==> src/rtl/pwm_pkg.sv <==
// pwm_pkg -- shared constants and duty arithmetic for the PWM controller.
//   PERIOD_DEF/STEP_DEF/DEBOUNCE_DEF : default timing at 50 MHz
//   REPEAT_*_DEF                     : auto-repeat timing (HOLD_REPEAT_EN builds)
//   DUTY_W / CALC_W                  : duty output width / internal arithmetic width
//   DISP_STEP                        : one percent of the default period, for the display
package pwm_pkg;

  localparam int unsigned PERIOD_DEF       = 500_000;
  localparam int unsigned STEP_DEF         = 25_000;
  localparam int unsigned DEBOUNCE_DEF     = 1_000_000;
  localparam int unsigned REPEAT_FIRST_DEF = 25_000_000;
  localparam int unsigned REPEAT_NEXT_DEF  = 12_500_000;
  localparam int unsigned DISP_STEP        = 5_000;

  localparam int DUTY_W = 19;
  localparam int CALC_W = 20;

  typedef logic [CALC_W-1:0] calc_t;

  // One extra bit over the duty width keeps pend+step from wrapping before the clamp.
  function automatic calc_t duty_next(input calc_t pend, input logic up, input logic dn,
                                      input calc_t step, input calc_t period);
    calc_t sum;
    sum       = pend + step;
    duty_next = pend;
    if (up && !dn)
      duty_next = (sum > period) ? period : sum;
    else if (dn && !up)
      duty_next = (pend < step) ? '0 : pend - step;
  endfunction

endpackage

==> src/rtl/pwm_control_debounce.sv <==
// pwm_control_debounce -- one push-button front end: 2-flop synchronizer,
// debounce counter, single-cycle press pulse and (HOLD_REPEAT_EN) hold auto-repeat.
//   clk, rst_n : system clock, async active-low reset
//   btn        : raw asynchronous button, active high
//   event_p    : one-cycle pulse per accepted press (and per repeat when enabled)
module pwm_control_debounce
  import pwm_pkg::*;
#(
  parameter int unsigned DEBOUNCE = DEBOUNCE_DEF
`ifdef HOLD_REPEAT_EN
  , parameter int unsigned REPEAT_FIRST = REPEAT_FIRST_DEF
  , parameter int unsigned REPEAT_NEXT  = REPEAT_NEXT_DEF
`endif
) (
  input  logic clk,
  input  logic rst_n,
  input  logic btn,
  output logic event_p
);

  localparam int DB_W = $clog2(DEBOUNCE + 1);

  logic [1:0]      sync_q;
  logic [1:0]      vld_q;
  logic            acc_q;
  logic            arm_q;
  logic [DB_W-1:0] cnt_q;
  logic            lvl;
  logic            accept;
  logic            press;

  assign lvl    = sync_q[1];
  assign accept = (lvl != acc_q) && (cnt_q == DB_W'(DEBOUNCE - 1));
  // Presses only count once a settled low has been seen since reset, so a
  // button held through reset release must be let go before it does anything.
  assign press  = accept && lvl && arm_q;

  always_ff @(posedge clk or negedge rst_n) begin
    if (!rst_n) begin
      sync_q <= '0;
      vld_q  <= '0;
      acc_q  <= 1'b0;
      arm_q  <= 1'b0;
      cnt_q  <= '0;
    end else begin
      sync_q <= {sync_q[0], btn};
      vld_q  <= {vld_q[0], 1'b1};
      if (lvl == acc_q)
        cnt_q <= '0;
      else if (accept) begin
        cnt_q <= '0;
        acc_q <= lvl;
      end else
        cnt_q <= cnt_q + DB_W'(1);
      // vld_q[1] marks the synchronizer as holding a real sample, not its reset zero
      if (vld_q[1] && !lvl && !acc_q)
        arm_q <= 1'b1;
    end
  end

`ifdef HOLD_REPEAT_EN
  localparam int unsigned RP_MAX = (REPEAT_FIRST > REPEAT_NEXT) ? REPEAT_FIRST : REPEAT_NEXT;
  localparam int          RP_W   = $clog2(RP_MAX + 1);

  logic            rep_run_q;
  logic [RP_W-1:0] rep_cnt_q;
  logic            rep_evt;

  assign rep_evt = rep_run_q && acc_q && (rep_cnt_q == '0);

  always_ff @(posedge clk or negedge rst_n) begin
    if (!rst_n) begin
      rep_run_q <= 1'b0;
      rep_cnt_q <= '0;
    end else if (press) begin
      rep_run_q <= 1'b1;
      rep_cnt_q <= RP_W'(REPEAT_FIRST - 1);
    end else if (!acc_q)
      rep_run_q <= 1'b0;
    else if (rep_run_q) begin
      if (rep_cnt_q == '0)
        rep_cnt_q <= RP_W'(REPEAT_NEXT - 1);
      else
        rep_cnt_q <= rep_cnt_q - RP_W'(1);
    end
  end

  assign event_p = press || rep_evt;
`else
  assign event_p = press;
`endif

endmodule

==> src/rtl/pwm_control.sv <==
// pwm_control -- button-adjusted PWM generator.
//   CLK, RST_N : system clock, async active-low reset
//   BTN_UP/DN  : raw buttons, +STEP / -STEP duty per press (saturating)
//   PWM_OUT    : registered PWM waveform, high while count < active duty
//   PWM        : active duty (high-time count), updates only at period wrap
// Optional: define HOLD_REPEAT_EN for auto-repeat while a button is held.
module pwm_control
  import pwm_pkg::*;
#(
  parameter int unsigned PERIOD   = PERIOD_DEF,
  parameter int unsigned STEP     = STEP_DEF,
  parameter int unsigned DEBOUNCE = DEBOUNCE_DEF
`ifdef HOLD_REPEAT_EN
  , parameter int unsigned REPEAT_FIRST = REPEAT_FIRST_DEF
  , parameter int unsigned REPEAT_NEXT  = REPEAT_NEXT_DEF
`endif
) (
  input  logic              CLK,
  input  logic              RST_N,
  input  logic              BTN_UP,
  input  logic              BTN_DN,
  output logic              PWM_OUT,
  output logic [DUTY_W-1:0] PWM
);

  localparam int    CNT_W    = (PERIOD > 1) ? $clog2(PERIOD) : 1;
  localparam calc_t PERIOD_C = calc_t'(PERIOD);
  localparam calc_t STEP_C   = calc_t'(STEP);

  logic              up_evt;
  logic              dn_evt;
  logic [CNT_W-1:0]  cnt_q;
  calc_t             pend_q;
  logic [DUTY_W-1:0] act_q;
  logic              wrap;

`ifdef HOLD_REPEAT_EN
  pwm_control_debounce #(.DEBOUNCE(DEBOUNCE), .REPEAT_FIRST(REPEAT_FIRST), .REPEAT_NEXT(REPEAT_NEXT))
    u_db_up (.clk(CLK), .rst_n(RST_N), .btn(BTN_UP), .event_p(up_evt));
  pwm_control_debounce #(.DEBOUNCE(DEBOUNCE), .REPEAT_FIRST(REPEAT_FIRST), .REPEAT_NEXT(REPEAT_NEXT))
    u_db_dn (.clk(CLK), .rst_n(RST_N), .btn(BTN_DN), .event_p(dn_evt));
`else
  pwm_control_debounce #(.DEBOUNCE(DEBOUNCE))
    u_db_up (.clk(CLK), .rst_n(RST_N), .btn(BTN_UP), .event_p(up_evt));
  pwm_control_debounce #(.DEBOUNCE(DEBOUNCE))
    u_db_dn (.clk(CLK), .rst_n(RST_N), .btn(BTN_DN), .event_p(dn_evt));
`endif

  assign wrap = (cnt_q == CNT_W'(PERIOD - 1));

  always_ff @(posedge CLK or negedge RST_N) begin
    if (!RST_N) begin
      cnt_q   <= '0;
      pend_q  <= '0;
      act_q   <= '0;
      PWM_OUT <= 1'b0;
    end else begin
      cnt_q   <= wrap ? '0 : cnt_q + CNT_W'(1);
      // Loading on the last count means the new duty governs the whole next period.
      if (wrap)
        act_q <= pend_q[DUTY_W-1:0];
      pend_q  <= duty_next(pend_q, up_evt, dn_evt, STEP_C, PERIOD_C);
      PWM_OUT <= calc_t'(cnt_q) < calc_t'(act_q);
    end
  end

  assign PWM = act_q;

endmodule

==> config.mk <==
export PLATFORM = sky130hd
export DESIGN_NAME = pwm_control
export DESIGN_NICKNAME = d
export VERILOG_FILES = /design/src/rtl/pwm_pkg.sv /design/src/rtl/pwm_control_debounce.sv /design/src/rtl/pwm_control.sv
export SDC_FILE = /design/constraint.sdc
export NUM_CORES = 1
export LEC_CHECK = 0
export ABC_AREA = 1
export BUFFER_PORTS_ARGS = -buffer_cell sky130_fd_sc_hd__buf_2
export CAP_MARGIN = 15
export CORE_MARGIN = 2
export CORE_UTILIZATION = 57
export DETAILED_ROUTE_END_ITERATION = 8
export PLACE_DENSITY_LB_ADDON = 0.1
export SYNTH_ARGS = -nofsm -noshare
export SYNTH_HDL_FRONTEND = slang
export SYNTH_SLANG_ARGS = --single-unit
==> constraint.sdc <==
create_clock -name CLK -period 3 [get_ports CLK]
set_input_delay 0.45 -clock CLK [delete_from_list [all_inputs] [get_ports CLK]]
set_output_delay 0.45 -clock CLK [all_outputs]
set_load 0.02 [all_outputs]
# Word-level counts from Yosys, hierarchy flattened
# Cells that the tools add are included.
[classes]
n_addsub = 5
mul = 0
div = 0
magnitude_cmp = 3
n_eq_ne = 7
shifts = 0
n_mux = 9
n_bitwise = 2
n_reduce_logical = 21
[op_table]
columns = ["op", "n"]
rows = [
  ["20-bit 2-to-1 mux", 8],
  ["20-bit by 1-bit adder with 20-bit output, second input constant", 2],
  ["20-bit equality test, second input constant", 2],
  ["20-bit by 15-bit adder with 20-bit output, second input constant", 1],
  ["20-bit by 19-bit > comparator with 1-bit output, second input constant", 1],
  ["20-bit by 15-bit less-than comparator with 1-bit output, second input constant", 1],
  ["20-bit by 15-bit subtractor with 20-bit output, second input constant", 1],
  ["19-bit by 1-bit adder with 19-bit output, second input constant", 1],
  ["19-bit equality test, second input constant", 1],
  ["19-bit less-than comparator", 1],
  ["19-bit 2-to-1 mux", 1],
  ["1-bit logical AND", 12],
  ["1-bit logical NOT", 6],
  ["2-bit AND reduction", 2],
  ["1-bit equality test", 2],
  ["1-bit inequality test", 2],
  ["1-bit NOT", 2],
  ["2-bit nonzero test", 1],
]
[totals]
ff_bits = 111
latchBits = 0
ramBits = 0
rom_bits = 0
inputBits = 4
out_inout_bits = 20
elab_cells = 61
mem_count = 0

# Longest topological paths before layout
# Gate-level depths: netlist (run 1).
[logic_depth]
depth_word = 8
mapped_depth = 18

# By module
# A second synthesis (run 1) with hierarchy kept.
[hier_totals]
cells_unflattened = 884
hier_area_um2 = 6426.2
[modules_own_cells]
columns = ["module", "instances", "cells_per_inst", "area_per_inst_um2", "seq_area_each_um2"]
rows = [
  ["pwm_control", 1, 538, 3683.5, 1326.3],
  ["pwm_control_debounce", 2, 173, 1371.3, 650.6],
]

# Worst setup path before layout (run 1)
# Ideal clock, no wire load.
[synth_path]
path_kind = "register to register"
from = "register u_db_dn.cnt_q[0]"
to = "register pend_q[15]"
setup_time_ns = 0.073
arrival_time_ns = 2.881
required_time_ns = 2.927
setup_slack_ns = 0.046
stages_incl_launch_ff = 13
period_less_slack_ns = 2.954
cell_sequence = "dfrtp_1 ha_1 nand3_1 nor2_1 nand2_1 nor4_1 nand3_1 ha_1 inv_1 clkbuf_1 dlygate4sd3_1 nor2_1 a21oi_2"
[synth_between]
elab_chain_len = 7
elab_cells_between_ends = 9
cone_classes = "1 x eq/ne; 1 x mux; 7 x reduce/logical"
[synth_rtl]
columns = ["item", "line_no", "rtl"]
rows = [
  ["start, declared", "pwm_control_debounce.sv:27", "logic [DB_W-1:0] cnt_q;"],
  ["start signal, assigned", "pwm_control_debounce.sv:54", "cnt_q <= cnt_q + DB_W'(1);"],
  ["20-bit equality test (*)", "pwm_control_debounce.sv:33", "assign accept = (lvl != acc_q) && (cnt_q == DB_W'(DEBOUNCE - 1));"],
  ["1-bit logical AND (*)", "pwm_control_debounce.sv:33", ""],
  ["1-bit logical AND (*) (2 in a row)", "pwm_control_debounce.sv:36", "assign press = accept && lvl && arm_q;"],
  ["1-bit logical NOT", "pwm_pkg.sv:26", "if (up && !dn)"],
  ["1-bit logical AND", "pwm_pkg.sv:26", ""],
  ["20-bit 2-to-1 mux / 2-bit nonzero test (equally long branches)", "-", ""],
  ["end signal, assigned", "pwm_control.sv:62", "pend_q <= duty_next(pend_q, up_evt, dn_evt, STEP_C, PERIOD_C);"],
  ["end, declared", "pwm_control.sv:33", "calc_t pend_q;"],
]
# Mark *: on every way between the ends. The rest lies on a longest branch, timed or not.
# A chain may end at the register's enable or synchronous reset.

# Worst setup path in the final report (run 1)
[layout_path]
from = "register u_db_dn.cnt_q[0]"
to = "register pend_q[10]"
# Same word-level chain as after synthesis.

==> results of run 1 <==
==> path summary, 6_finish.rpt <==
path                                  startpoint                end  slack, ns
worst max-delay path            u_db_dn.cnt_q[0]         pend_q[10]       0.29
worst min-delay path                       RST_N  u_db_dn.cnt_q[17]       0.02
worst max register to register  u_db_dn.cnt_q[0]         pend_q[10]       0.29
worst min register to register  u_db_dn.vld_q[0]   u_db_dn.vld_q[1]       0.36
max in group asynchronous                  RST_N            PWM[12]       2.26
min in group CLK                          BTN_UP  u_db_up.sync_q[0]       0.17
==> cells in the mapped netlist, types with 2 or more instances <==
cell type / count
sky130_fd_sc_hd__a211oi_1: 2
sky130_fd_sc_hd__a21oi_1: 45
sky130_fd_sc_hd__a21oi_2: 10
sky130_fd_sc_hd__a31oi_1: 3
sky130_fd_sc_hd__and3_1: 2
sky130_fd_sc_hd__buf_2: 2
sky130_fd_sc_hd__buf_4: 4
sky130_fd_sc_hd__clkbuf_1: 6
sky130_fd_sc_hd__conb_1: 2
sky130_fd_sc_hd__dfrtp_1: 103
sky130_fd_sc_hd__ha_1: 22
sky130_fd_sc_hd__inv_1: 125
sky130_fd_sc_hd__inv_2: 9
sky130_fd_sc_hd__nand2_1: 175
sky130_fd_sc_hd__nand2_2: 22
sky130_fd_sc_hd__nand2_4: 3
sky130_fd_sc_hd__nand3_1: 45
sky130_fd_sc_hd__nand3_2: 3
sky130_fd_sc_hd__nand3b_1: 4
sky130_fd_sc_hd__nand4_1: 14
sky130_fd_sc_hd__nor2_1: 95
sky130_fd_sc_hd__nor2_2: 3
sky130_fd_sc_hd__nor2_4: 5
sky130_fd_sc_hd__nor3_1: 23
sky130_fd_sc_hd__nor3_2: 2
sky130_fd_sc_hd__nor3b_1: 2
sky130_fd_sc_hd__nor4_1: 11
sky130_fd_sc_hd__o211ai_1: 2
sky130_fd_sc_hd__o21a_1: 2
sky130_fd_sc_hd__o21ai_0: 48
sky130_fd_sc_hd__o21bai_1: 3
sky130_fd_sc_hd__or2_2: 2
sky130_fd_sc_hd__xnor2_1: 4
sky130_fd_sc_hd__xor2_1: 20
==> cells by family after synthesis <==
family | after synthesis
adders and majority gates | 22
other | 2
and+or+nand+nor | 413
xor gates and xnor gates | 24
muxes | 1
DFF | 103
buffers and inverters | 149
AOI/OAI and AO/OA | 121
==> metrics by stage <==
stage,hold slack (ns),power [mW]
5_1_grt,0.0516,2.49
3_5_place_dp,0.337,1.50
6_report,0.0207,2.39
3_3_place_gp,0.335,1.50
2_1_floorplan,0.154,1.46
4_1_cts,0.0158,2.43
==> sequential cells by signal, indices dropped and copies added, names as in the netlist <==
| name | cells |
|---|---|
| PWM | 16 |
| PWM_OUT | 1 |
| cnt_q | 19 |
| pend_q | 17 |
| u_db_dn.acc_q | 1 |
| u_db_dn.arm_q | 1 |
| u_db_dn.cnt_q | 20 |
| u_db_dn.sync_q | 2 |
| u_db_dn.vld_q | 2 |
| u_db_up.acc_q | 1 |
| u_db_up.arm_q | 1 |
| u_db_up.cnt_q | 20 |
| u_db_up.sync_q | 2 |
==> final cells by class <==
class,instances,share of cell area
clock inverter,4,0.00777
clock buffer,12,0.0229
tap,140,0.0259
timing repair buffer,29,0.0270
inverter,134,0.0744
sequential,103,0.381
multi-input combinational,585,0.461
==> metal layers <==
layer  vias up  routed length, µm  track usage
met5         -                  0            0
met3        17                632       0.0514
li1       2723                  -            -
met2       103               6460        0.407
met4         0                193       0.0641
met1      2565               6340        0.348
==> worst reg2reg max path, stage by stage, from the launching register on <==
cell                      delay [ns]
sky130_fd_sc_hd__dfrtp_1        0.37
sky130_fd_sc_hd__ha_1           0.18
sky130_fd_sc_hd__nand3_1        0.11
sky130_fd_sc_hd__nor2_1         0.14
sky130_fd_sc_hd__nand2_1        0.11
sky130_fd_sc_hd__nor4_2         0.39
sky130_fd_sc_hd__nand3_1        0.14
sky130_fd_sc_hd__ha_1           0.36
sky130_fd_sc_hd__inv_1          0.30
sky130_fd_sc_hd__buf_4          0.27
sky130_fd_sc_hd__o21ai_0        0.11
sky130_fd_sc_hd__inv_1          0.07
sky130_fd_sc_hd__a21oi_2        0.05
==> power by group <==
| group | switching (mW) | internal [mW] | leakage (nW) |
|---|---|---|---|
| Sequential | 0.00733 | 1.40 | 1.40 |
| Clock | 0.485 | 0.435 | 0.107 |
| Combinational | 0.0491 | 0.0162 | 1.95 |
==> metrics.log, run 1 <==
INFO  metric postRouteWirelength = 13600 µm
INFO  metric fillers = 971
INFO  metric detailed_place.area = 0.00655 mm²
INFO  metric globalplace.congestion = 0.916
INFO  metric power.ir.vdd_worst = 0.324 mV
INFO  metric ctsLongestPathBuffers = 2
INFO  metric post-synth-top-area-cell = sky130_fd_sc_hd__dfrtp_1
INFO  metric routed_wire_length_per_instance = 13.5 µm
INFO  metric timing.final.crit_share = 0.902
INFO  metric grt_usage = 0.252
INFO  metric report.final.hold_viol_count = 0
INFO  metric cts_buffers = 9
INFO  metric clk-insertion-delay-late = 0.39 ns
INFO  metric timing.critical_path.required = 3.27 ns
INFO  metric die-height = 109 µm
INFO  metric multi_input_comb_area = 0.00312 mm²
INFO  metric yosys_most_used_dff = sky130_fd_sc_hd__dfrtp_1
INFO  metric detail_route.iter0.violations = 382
INFO  metric synth_adder_area_share = 0.0439
INFO  metric layout_min_cycle_time = 2.71 ns
INFO  metric start_kind = flop
INFO  metric criticalPathCategory = flop to flop
INFO  metric first_global_vias = 5038
INFO  metric fraction_of_layout_instances_using_a_drive_strength_above_1 = 0.126
INFO  metric synthArstFlopShare = 1.00
INFO  metric synth-compound-area-share = 0.110
INFO  metric slew_viol_final = 0
INFO  metric cts-hold-fix-buffers = 0
INFO  metric achievable_frequency = 0.369 GHz
INFO  metric r2r_cells = 12
INFO  metric outcome = completed
INFO  metric netlist_top_cells_area = sky130_fd_sc_hd__dfrtp_1, sky130_fd_sc_hd__nand2_1, sky130_fd_sc_hd__inv_1, sky130_fd_sc_hd__nor2_1, sky130_fd_sc_hd__ha_1
INFO  metric synth.mux.area_fraction = 0.00179
INFO  metric synth_warnings = 0
INFO  metric synthToLayoutAreaGrowth = 7.78%
INFO  metric cpPeakStageDelay = 0.39 ns
INFO  metric design_area = 0.00676 mm²
INFO  metric timing_worst_slew_pin_value = 0.829 ns
INFO  metric cap_viol_max_count = 0
INFO  metric hp-class = input pin to async pin
INFO  metric cp.depth = 12
INFO  metric most-common-layout-cells = sky130_fd_sc_hd__nand2_1, sky130_fd_sc_hd__inv_1, sky130_fd_sc_hd__dfrtp_1
INFO  metric core_region_area = 0.0108 mm²
INFO  metric synthXorXnorAreaFrac = 0.0335
INFO  metric drtAntennaViolNets = 0
INFO  metric synth-seq-cells = 103
INFO  metric count_of_flip_flops_with_a_built_in_enable_after_synthesis = 0
INFO  metric viasPerCell = 5.37
INFO  metric dp_cells = 991
INFO  metric layout_commonest_cell = sky130_fd_sc_hd__nand2_1
INFO  metric synthDistinctLibCells = 46
INFO  metric synthDominantCellAreaShare = 0.411
INFO  metric floorplan.io_pins = 24
INFO  metric first_pass_grt_wire_length = 23600 µm
INFO  metric placement_rows = 38
INFO  metric powerDensity = 353 mW/mm²
INFO  metric synth_top_family_by_area = simple AND/OR/NAND/NOR gates
INFO  metric synth_seq_area_share = 0.411
INFO  metric post_synth_instance_area = 0.00627 mm²
INFO  metric post-route-drc-count = 0
INFO  metric avgSynthCellArea = 7.51 µm²
INFO  metric standard_cell_with_the_maximum_stage_delay_on_the_critical_path = sky130_fd_sc_hd__nor4_2
INFO  metric post_synth_inst_count = 835
INFO  metric antenna_cells_inserted = 0
INFO  metric setup-tns-final = 0 ns
INFO  metric cts_repair_resize_count = 0
INFO  metric initial_antenna_violation_count = 0
INFO  metric clockRootBuffer = sky130_fd_sc_hd__clkbuf_8
INFO  metric setup_violations = 0
INFO  metric h-tree-depth = 3
INFO  metric worst_slack = 0.293 ns
INFO  metric die_width = 109 µm
INFO  metric post_cts_buffers = 0
INFO  metric timing.max_slew.rel_slack = 0.442
INFO  metric cts_tree = done
INFO  metric die-area = 0.0119 mm²
INFO  metric worstPathMaxFanout = 14
INFO  metric register_area = 0.00258 mm²
INFO  metric timing.critical_path.buf_inv = 3
INFO  metric postLayoutCoreUtil = 0.627
INFO  metric via_count = 5408
INFO  metric worst_ep_arrival_time = 2.98 ns
INFO  metric globalRoute.totalOverflow = 0
INFO  metric grt_setup_unrepaired = false
INFO  metric placement.setup.worst_slack = 0.222 ns
INFO  metric layout.nets = 888
INFO  metric drt_pre_antenna_iters = 4
INFO  metric hpwl = 10300 µm
INFO  metric p_leak = 3.45 nW
INFO  metric path_cells = ha_1, nand3_1, nor2_1, nand2_1, nor4_2, nand3_1, ha_1, inv_1, buf_4, o21ai_0, inv_1, a21oi_2
INFO  metric cpLargestDelayFamily = simple AND/OR/NAND/NOR gates
INFO  metric numClockSinks = 103
INFO  metric initial_core_util = 0.581
INFO  metric clock-skew-final = 0.0135 ns
INFO  metric post_layout_nonfiller_instances = 1007
INFO  metric clk_pin_slew = 0.10 ns
INFO  metric maximum_number_of_pins_on_one_net_before_global_route_repair = 67
INFO  metric critical_path.endpoint_type = flop
INFO  metric portbufs = 20
INFO  metric synth-simple-area-share = 0.304
(Power assumes the default switching activity.)
==> run 2, diff against run 1 <==
Settings changed: CORE_UTILIZATION 57 to 55, PLACE_DENSITY set to 0.81, PLACE_DENSITY_LB_ADDON 0.1 to not set.
==> run 2 against run 1 <==
- setup slack better by 0.13 ns
- first-iteration DRC count down 3.7%
- fmax up 4.9%
- clock skew down 0.0073 ns
- via count down 1.4%
- sequential share of layout area down 0.71 points
- combinational power about the same
- die area up 3.5%
- non-clock buffer count down 2
- total power up 15%
- critical path depth unchanged
- largest cell class unchanged
==> metrics.log, run 2 (synthesized netlist as in run 1, its figures left out) <==
INFO  metric outcome = completed
INFO  metric timing.final.crit_share = 0.860 (-0.0419)
INFO  metric register_area = 0.00258 mm² (unchanged)
INFO  metric post-route-drc-count = 0 (unchanged)
INFO  metric r2r_cells = 12 (unchanged)
INFO  metric core_region_area = 0.0113 mm² (+4.4%)
INFO  metric fillers = 987 (+1.6%)
INFO  metric worst_slack = 0.419 ns (+0.126 ns)
INFO  metric globalplace.congestion = 0.897 (-2.1%)
INFO  metric first_global_vias = 5000 (-0.75%)
INFO  metric drt_pre_antenna_iters = 5 (+1)
INFO  metric floorplan.io_pins = 24 (unchanged)
INFO  metric timing.hold.ws = 0.0376 ns (+0.0169 ns)
INFO  metric drtAntennaViolNets = 0 (unchanged)
INFO  metric initial_antenna_violation_count = 0 (unchanged)
INFO  metric powerDensity = 398 mW/mm² (+13%)
INFO  metric p_leak = 3.51 nW (+1.7%)
INFO  metric layout.nets = 886 (-0.23%)
INFO  metric antenna_cells_inserted = 0 (unchanged)
INFO  metric layout_commonest_cell = sky130_fd_sc_hd__nand2_1
INFO  metric cts_buffers = 9 (unchanged)
INFO  metric cts-hold-fix-buffers = 0 (unchanged)
INFO  metric r2r-end = pend_q[13]
INFO  metric maximum_number_of_pins_on_one_net_before_global_route_repair = 71 (+6.0%)
INFO  metric achievable_frequency = 0.387 GHz (+4.9%)
INFO  metric largestRegisters = u_db_dn.cnt_q x20, u_db_up.cnt_q x20, cnt_q x19
INFO  metric die_width = 111 µm (+1.7%)
INFO  metric globalRoute.totalOverflow = 0 (unchanged)
INFO  metric postLayoutCoreUtil = 0.611 (-0.0152)
INFO  metric clk_pin_slew = 0.07 ns (-0.03 ns)
INFO  metric grt_usage = 0.232 (-0.0208)
INFO  metric h-tree-depth = 3 (unchanged)
INFO  metric hpwl = 9830 µm (-4.8%)
INFO  metric detail_route.iter0.violations = 368 (-3.7%)
INFO  metric synthToLayoutAreaGrowth = 9.83%
INFO  metric cap_viol_max_count = 0 (unchanged)
INFO  metric placement_rows = 39 (+2.6%)
INFO  metric hp-class = input pin to async pin
INFO  metric worstPathMaxFanout = 9 (-5)
INFO  metric cp-endpoint = pend_q[13]
INFO  metric fraction_of_layout_instances_using_a_drive_strength_above_1 = 0.127 (+0.00145)
INFO  metric cts_tree = done
INFO  metric reg_to_reg_critical_path_startpoint = u_db_up.cnt_q[11]
INFO  metric timing.critical_path.required = 3.29 ns (+0.02 ns)
INFO  metric wirelength_met1 = 6730 µm (+6.1%)
INFO  metric first_pass_grt_wire_length = 23500 µm (-0.73%)
INFO  metric layout_min_cycle_time = 2.58 ns (-0.126 ns)
INFO  metric design_area = 0.00689 mm² (+1.9%)
INFO  metric setup-tns-final = 0 ns (unchanged)
INFO  metric postRouteWirelength = 13600 µm (-0.40%)
INFO  metric clk-insertion-delay-late = 0.36 ns (-0.03 ns)
INFO  metric met2_length = 5990 µm (-7.3%)
INFO  metric slew_viol_final = 0 (unchanged)
INFO  metric initial_core_util = 0.557 (-0.0247)
INFO  metric placement.setup.worst_slack = 0.204 ns (-0.0181 ns)
INFO  metric setup_violations = 0 (unchanged)
INFO  metric crit_path_start = u_db_up.cnt_q[11]
INFO  metric grt_setup_unrepaired = false
INFO  metric cts_repair_resize_count = 0 (unchanged)
INFO  metric report.final.hold_viol_count = 0 (unchanged)
INFO  metric start_kind = flop
INFO  metric clock-skew-final = 0.00613 ns (-0.00735 ns)
INFO  metric post_cts_buffers = 0 (unchanged)
INFO  metric ctsLongestPathBuffers = 2 (unchanged)
INFO  metric maxUsedRoutingLayer = met4
INFO  metric critical_path.endpoint_type = flop
INFO  metric worst_ep_arrival_time = 2.87 ns (-0.11 ns)
INFO  metric multi_input_comb_area = 0.00313 mm² (+0.48%)
INFO  metric portbufs = 20 (unchanged)
INFO  metric numClockSinks = 103 (unchanged)
INFO  metric clockRootBuffer = sky130_fd_sc_hd__clkbuf_16
INFO  metric die-height = 111 µm (+1.7%)
INFO  metric routed_wire_length_per_instance = 13.5 µm (-0.50%)
INFO  metric r2r_setup_slack = 0.42 ns (+0.13 ns)
INFO  metric viasPerCell = 5.29 (-1.5%)
INFO  metric via_count = 5332 (-1.4%)
INFO  metric detailed_place.area = 0.00655 mm² (about the same)
INFO  metric criticalPathCategory = flop to flop
INFO  metric wl_met3 = 541 µm (-14%)
INFO  metric power.ir.vdd_worst = 0.274 mV (-15%)
INFO  metric most-common-layout-cells = sky130_fd_sc_hd__nand2_1, sky130_fd_sc_hd__inv_1, sky130_fd_sc_hd__dfrtp_1
INFO  metric die-area = 0.0123 mm² (+3.5%)
-- run 2: per-layer routing --
| layer | vias to the layer above | global-route usage |
|---|---|---|
| met5 | - | 0 |
| met4 | 0 | 0.0917 |
| met3 | 29 | 0.0394 |
| met2 | 121 | 0.353 |
| met1 | 2452 | 0.332 |
| li1 | 2730 | - |
-- run 2: power by group --
| part | switching, mW | leakage [nW] | internal (mW) |
|---|---|---|---|
| logic | 0.0489 | 1.96 | 0.0161 |
| clock network | 0.541 | 0.156 | 0.733 |
| registers | 0.00713 | 1.40 | 1.40 |
| total | 0.597 | 3.51 | 2.15 |
-- run 2: how the worst min path moves through the flow --
stage,end,slack (ns)
floorplan,PWM[10],0.15
global placement,u_db_dn.sync_q[1],0.34
detailed placement,u_db_dn.sync_q[1],0.34
CTS,u_db_up.cnt_q[14],0.05
global route,u_db_up.cnt_q[14],0.07
finish,u_db_up.cnt_q[14],0.04
-- run 2: cell type report --
| type | instances | share of cell area |
|---|---|---|
| multi-input cells | 585 | 0.454 |
| clock buffers | 9 | 0.0327 |
| clock inverters | 7 | 0.0138 |
| flip-flops and latches | 103 | 0.374 |
| repair buffers | 27 | 0.0261 |
| well taps | 143 | 0.0260 |
| inverters | 134 | 0.0730 |
-- run 2: critical path, stage by stage, from the launching register on --
cell,delay [ns]
sky130_fd_sc_hd__dfrtp_1,0.45
sky130_fd_sc_hd__nor4_1,0.33
sky130_fd_sc_hd__nand3_1,0.13
sky130_fd_sc_hd__nor4_2,0.31
sky130_fd_sc_hd__nand2_1,0.12
sky130_fd_sc_hd__nor2_1,0.12
sky130_fd_sc_hd__ha_1,0.29
sky130_fd_sc_hd__inv_2,0.13
sky130_fd_sc_hd__buf_4,0.19
sky130_fd_sc_hd__o21ai_0,0.14
sky130_fd_sc_hd__o21bai_1,0.12
sky130_fd_sc_hd__inv_1,0.06
sky130_fd_sc_hd__a21oi_1,0.13
-- run 2: per-stage QoR --
stage	total power, mW	instances
after floorplan	1.46	837
after global placement	1.50	992
after detailed placement	1.50	992
after CTS	2.76	1008
after global routing	2.83	1008
final	2.74	1008
==> run 3, diff against run 2 <==
Settings changed: SYNTH_HIERARCHICAL set to 1.
==> run 3 against run 2 <==
- non-clock buffer count fell by 1
- first-iteration DRC count rose by 68%
- cell area rose by 1.7%
- critical path depth rose by 2
- setup slack improved by 0.0017 ns
- critical path type unchanged
==> metrics.log, run 3 <==
INFO  metric outcome = completed
INFO  metric synthDistinctLibCells = 34 (-26%)
INFO  metric synthToLayoutAreaGrowth = 9.03%
INFO  metric r2r_setup_slack = 0.42 ns (about the same)
INFO  metric criticalPathCategory = flop to flop
INFO  metric worst_ep_arrival_time = 2.82 ns (-0.05 ns)
INFO  metric grt_setup_unrepaired = false
INFO  metric hpwl = 10200 µm (+3.6%)
INFO  metric die-area = 0.0126 mm² (+2.3%)
INFO  metric synth_adder_area_share = 0.0428 (-0.00103)
INFO  metric routed_wire_length_per_instance = 13.2 µm (-2.3%)
INFO  metric layout.nets = 933 (+5.3%)
INFO  metric powerDensity = 399 mW/mm² (+0.20%)
INFO  metric cts_buffers = 9 (unchanged)
INFO  metric grt_usage = 0.233 (+0.000909)
INFO  metric postLayoutCoreUtil = 0.614 (+0.00224)
INFO  metric timing.max_slew.rel_slack = 0.532
INFO  metric layout_commonest_cell = sky130_fd_sc_hd__nand2_1
INFO  metric synth.top_cells.by_count = sky130_fd_sc_hd__nand2_1, sky130_fd_sc_hd__nor2_1, sky130_fd_sc_hd__inv_1
INFO  metric report.final.hold_viol_count = 0 (unchanged)
INFO  metric achievable_frequency = 0.388 GHz (about the same)
INFO  metric fillers = 1028 (+4.2%)
INFO  metric drt_pre_antenna_iters = 5 (unchanged)
INFO  metric worst_slack = 0.420 ns (+0.00167 ns)
INFO  metric critical_path.endpoint_type = flop
INFO  metric postRouteWirelength = 13900 µm (+2.3%)
INFO  metric first_pass_grt_wire_length = 24100 µm (+2.6%)
INFO  metric setup-tns-final = 0 ns (unchanged)
INFO  metric numClockSinks = 105 (+1.9%)
INFO  metric power.ir.vdd_worst = 0.446 mV (+63%)
INFO  metric globalplace.congestion = 0.941 (+4.9%)
INFO  metric fraction_of_layout_instances_using_a_drive_strength_above_1 = 0.101 (-0.0263)
INFO  metric post-synth-top-area-cell = sky130_fd_sc_hd__dfrtp_1
INFO  metric slew_viol_final = 0 (unchanged)
INFO  metric maximum_number_of_pins_on_one_net_before_global_route_repair = 52 (-27%)
INFO  metric floorplan.io_pins = 24 (unchanged)
INFO  metric post-layout-total-power = 2.80 mW (+1.9%)
INFO  metric synthMostInstantiatedCell = sky130_fd_sc_hd__nand2_1
INFO  metric placement.setup.worst_slack = 0.520 ns (+0.316 ns)
INFO  metric synthDominantCellAreaShare = 0.409 (-0.00189)
INFO  metric synth-simple-area-share = 0.328 (+0.0244)
INFO  metric h-tree-depth = 3 (unchanged)
INFO  metric placement_rows = 39 (unchanged)
INFO  metric start_kind = flop
INFO  metric cts_repair_resize_count = 0 (unchanged)
INFO  metric post_synth_instance_area = 0.00643 mm² (+2.4%)
INFO  metric largestRegisters = u_db_dn/cnt_q x20, u_db_up/cnt_q x20, cnt_q x19
INFO  metric via_count = 5518 (+3.5%)
INFO  metric core_region_area = 0.0114 mm² (+1.3%)
INFO  metric synth-compound-area-share = 0.0742 (-0.0363)
INFO  metric synth_seq_area_share = 0.409 (-0.00189)
INFO  metric synth_warnings = 6 (+6)
INFO  metric portbufs = 20 (unchanged)
INFO  metric layout_min_cycle_time = 2.58 ns (-0.00167 ns)
INFO  metric cap_viol_max_count = 0 (unchanged)
INFO  metric timing.final.crit_share = 0.860 (about the same)
INFO  metric ctsLongestPathBuffers = 2 (unchanged)
INFO  metric worstPathMaxFanout = 13 (+4)
INFO  metric synth-seq-cells = 105 (+1.9%)
INFO  metric avgSynthCellArea = 7.27 µm² (-3.3%)
INFO  metric synthArstFlopShare = 1.00 (unchanged)
INFO  metric hp-class = input pin to async pin
INFO  metric cts_tree = done
INFO  metric count_of_flip_flops_with_a_built_in_enable_after_synthesis = 0 (unchanged)
INFO  metric post_cts_buffers = 0 (unchanged)
INFO  metric timing_worst_slew_pin_value = 0.701 ns
INFO  metric clock-skew-final = 0.0105 ns (+0.00433 ns)
INFO  metric initial_antenna_violation_count = 0 (unchanged)
INFO  metric synthXorXnorAreaFrac = 0.0545 (+0.0210)
INFO  metric globalRoute.totalOverflow = 0 (unchanged)
INFO  metric antenna_cells_inserted = 0 (unchanged)
INFO  metric post_synth_inst_count = 884 (+5.9%)
INFO  metric p_leak = 3.56 nW (+1.4%)
INFO  metric timing.critical_path.required = 3.24 ns (-0.05 ns)
INFO  metric detail_route.iter0.violations = 619 (+68%)
INFO  metric viasPerCell = 5.23 (-1.1%)
INFO  metric die_width = 112 µm (+1.2%)
INFO  metric synth.mux.area_fraction = 0 (-0.00179)
INFO  metric drtAntennaViolNets = 0 (unchanged)
INFO  metric synth_top_family_by_area = simple AND/OR/NAND/NOR gates
INFO  metric cts-hold-fix-buffers = 0 (unchanged)
INFO  metric clk-insertion-delay-late = 0.35 ns (about the same)
INFO  metric yosys_most_used_dff = sky130_fd_sc_hd__dfrtp_1
INFO  metric post-route-drc-count = 0 (unchanged)
INFO  metric die-height = 112 µm (+1.2%)
INFO  metric initial_core_util = 0.563 (+0.00612)
INFO  metric timing.hold.ws = 0.127 ns (+0.0897 ns)
INFO  metric first_global_vias = 5269 (+5.4%)
INFO  metric clockRootBuffer = sky130_fd_sc_hd__clkbuf_16
INFO  metric netlist_top_cells_area = sky130_fd_sc_hd__dfrtp_1, sky130_fd_sc_hd__nand2_1, sky130_fd_sc_hd__nor2_1, sky130_fd_sc_hd__inv_1, sky130_fd_sc_hd__nand3_1
INFO  metric clk_pin_slew = 0.08 ns (about the same)
INFO  metric most-common-layout-cells = sky130_fd_sc_hd__nand2_1, sky130_fd_sc_hd__nor2_1, sky130_fd_sc_hd__inv_1
INFO  metric setup_violations = 0 (unchanged)
-- run 3: per-stage QoR --
stage,area [µm²],instances
6_report,7010,1055
3_3_place_gp,6680,1039
3_5_place_dp,6680,1039
5_1_grt,7010,1055
4_1_cts,7010,1055
2_1_floorplan,6430,886
-- run 3: cell families after synthesis --
| family | Yosys count |
|---|---|
| flops | 105 |
| fa+ha+maj | 22 |
| other cells | 3 |
| xor+xnor | 40 |
| simple gates | 481 |
| buf+inv | 145 |
| compound gates | 88 |
-- run 3: path summary, 6_finish.rpt --
| kind | start | end | cells past startpoint |
|---|---|---|---|
| max | u_db_up/cnt_q[3] | pend_q[5] | 14 |
| min | RST_N | u_db_up/cnt_q[16] | 1 |
| max reg2reg | u_db_up/cnt_q[3] | pend_q[5] | 14 |
| min reg2reg | u_db_up/vld_q[0] | u_db_up/vld_q[1] | 0 |
| max in group asynchronous | RST_N | PWM[18] | 2 |
| min in group CLK | BTN_DN | u_db_dn/sync_q[0] | 1 |
-- run 3: critical path, stage by stage (launching register included) --
cell,delay [ns]
sky130_fd_sc_hd__dfrtp_1,0.43
sky130_fd_sc_hd__nand2_1,0.09
sky130_fd_sc_hd__nor2_2,0.14
sky130_fd_sc_hd__nand2_2,0.07
sky130_fd_sc_hd__nor2_1,0.09
sky130_fd_sc_hd__nand4_1,0.13
sky130_fd_sc_hd__nor2_1,0.13
sky130_fd_sc_hd__ha_1,0.39
sky130_fd_sc_hd__clkinv_1,0.15
sky130_fd_sc_hd__nand2_1,0.34
sky130_fd_sc_hd__inv_1,0.19
sky130_fd_sc_hd__nand2_1,0.09
sky130_fd_sc_hd__o211ai_1,0.08
sky130_fd_sc_hd__inv_1,0.08
sky130_fd_sc_hd__a21oi_1,0.07
-- run 3: where the power goes --
| group | switching [mW] | internal [mW] | leakage, nW |
|---|---|---|---|
| logic | 0.0524 | 0.0160 | 1.98 |
| clock network | 0.553 | 0.741 | 0.158 |
| registers | 0.00702 | 1.43 | 1.42 |
| total | 0.613 | 2.18 | 3.56 |
-- run 3: per-layer routing --
metal | track usage | vias to the layer above | share of wire
met1 | 0.313 | 2520 | 0.46
met3 | 0.0443 | 32 | 0.051
met5 | 0 | - | 0
li1 | - | 2819 | -
met2 | 0.379 | 147 | 0.46
met4 | 0.0829 | 0 | 0.024
-- run 3: cell type report --
class | count | area (µm²) | share of cell area
sequential | 105 | 2630 | 0.375
multi-input combinational | 636 | 3230 | 0.461
clock buffer | 9 | 225 | 0.0321
clock inverter | 7 | 101 | 0.0145
inverter | 129 | 484 | 0.0691
timing repair buffer | 26 | 160 | 0.0229
tap | 143 | 179 | 0.0255
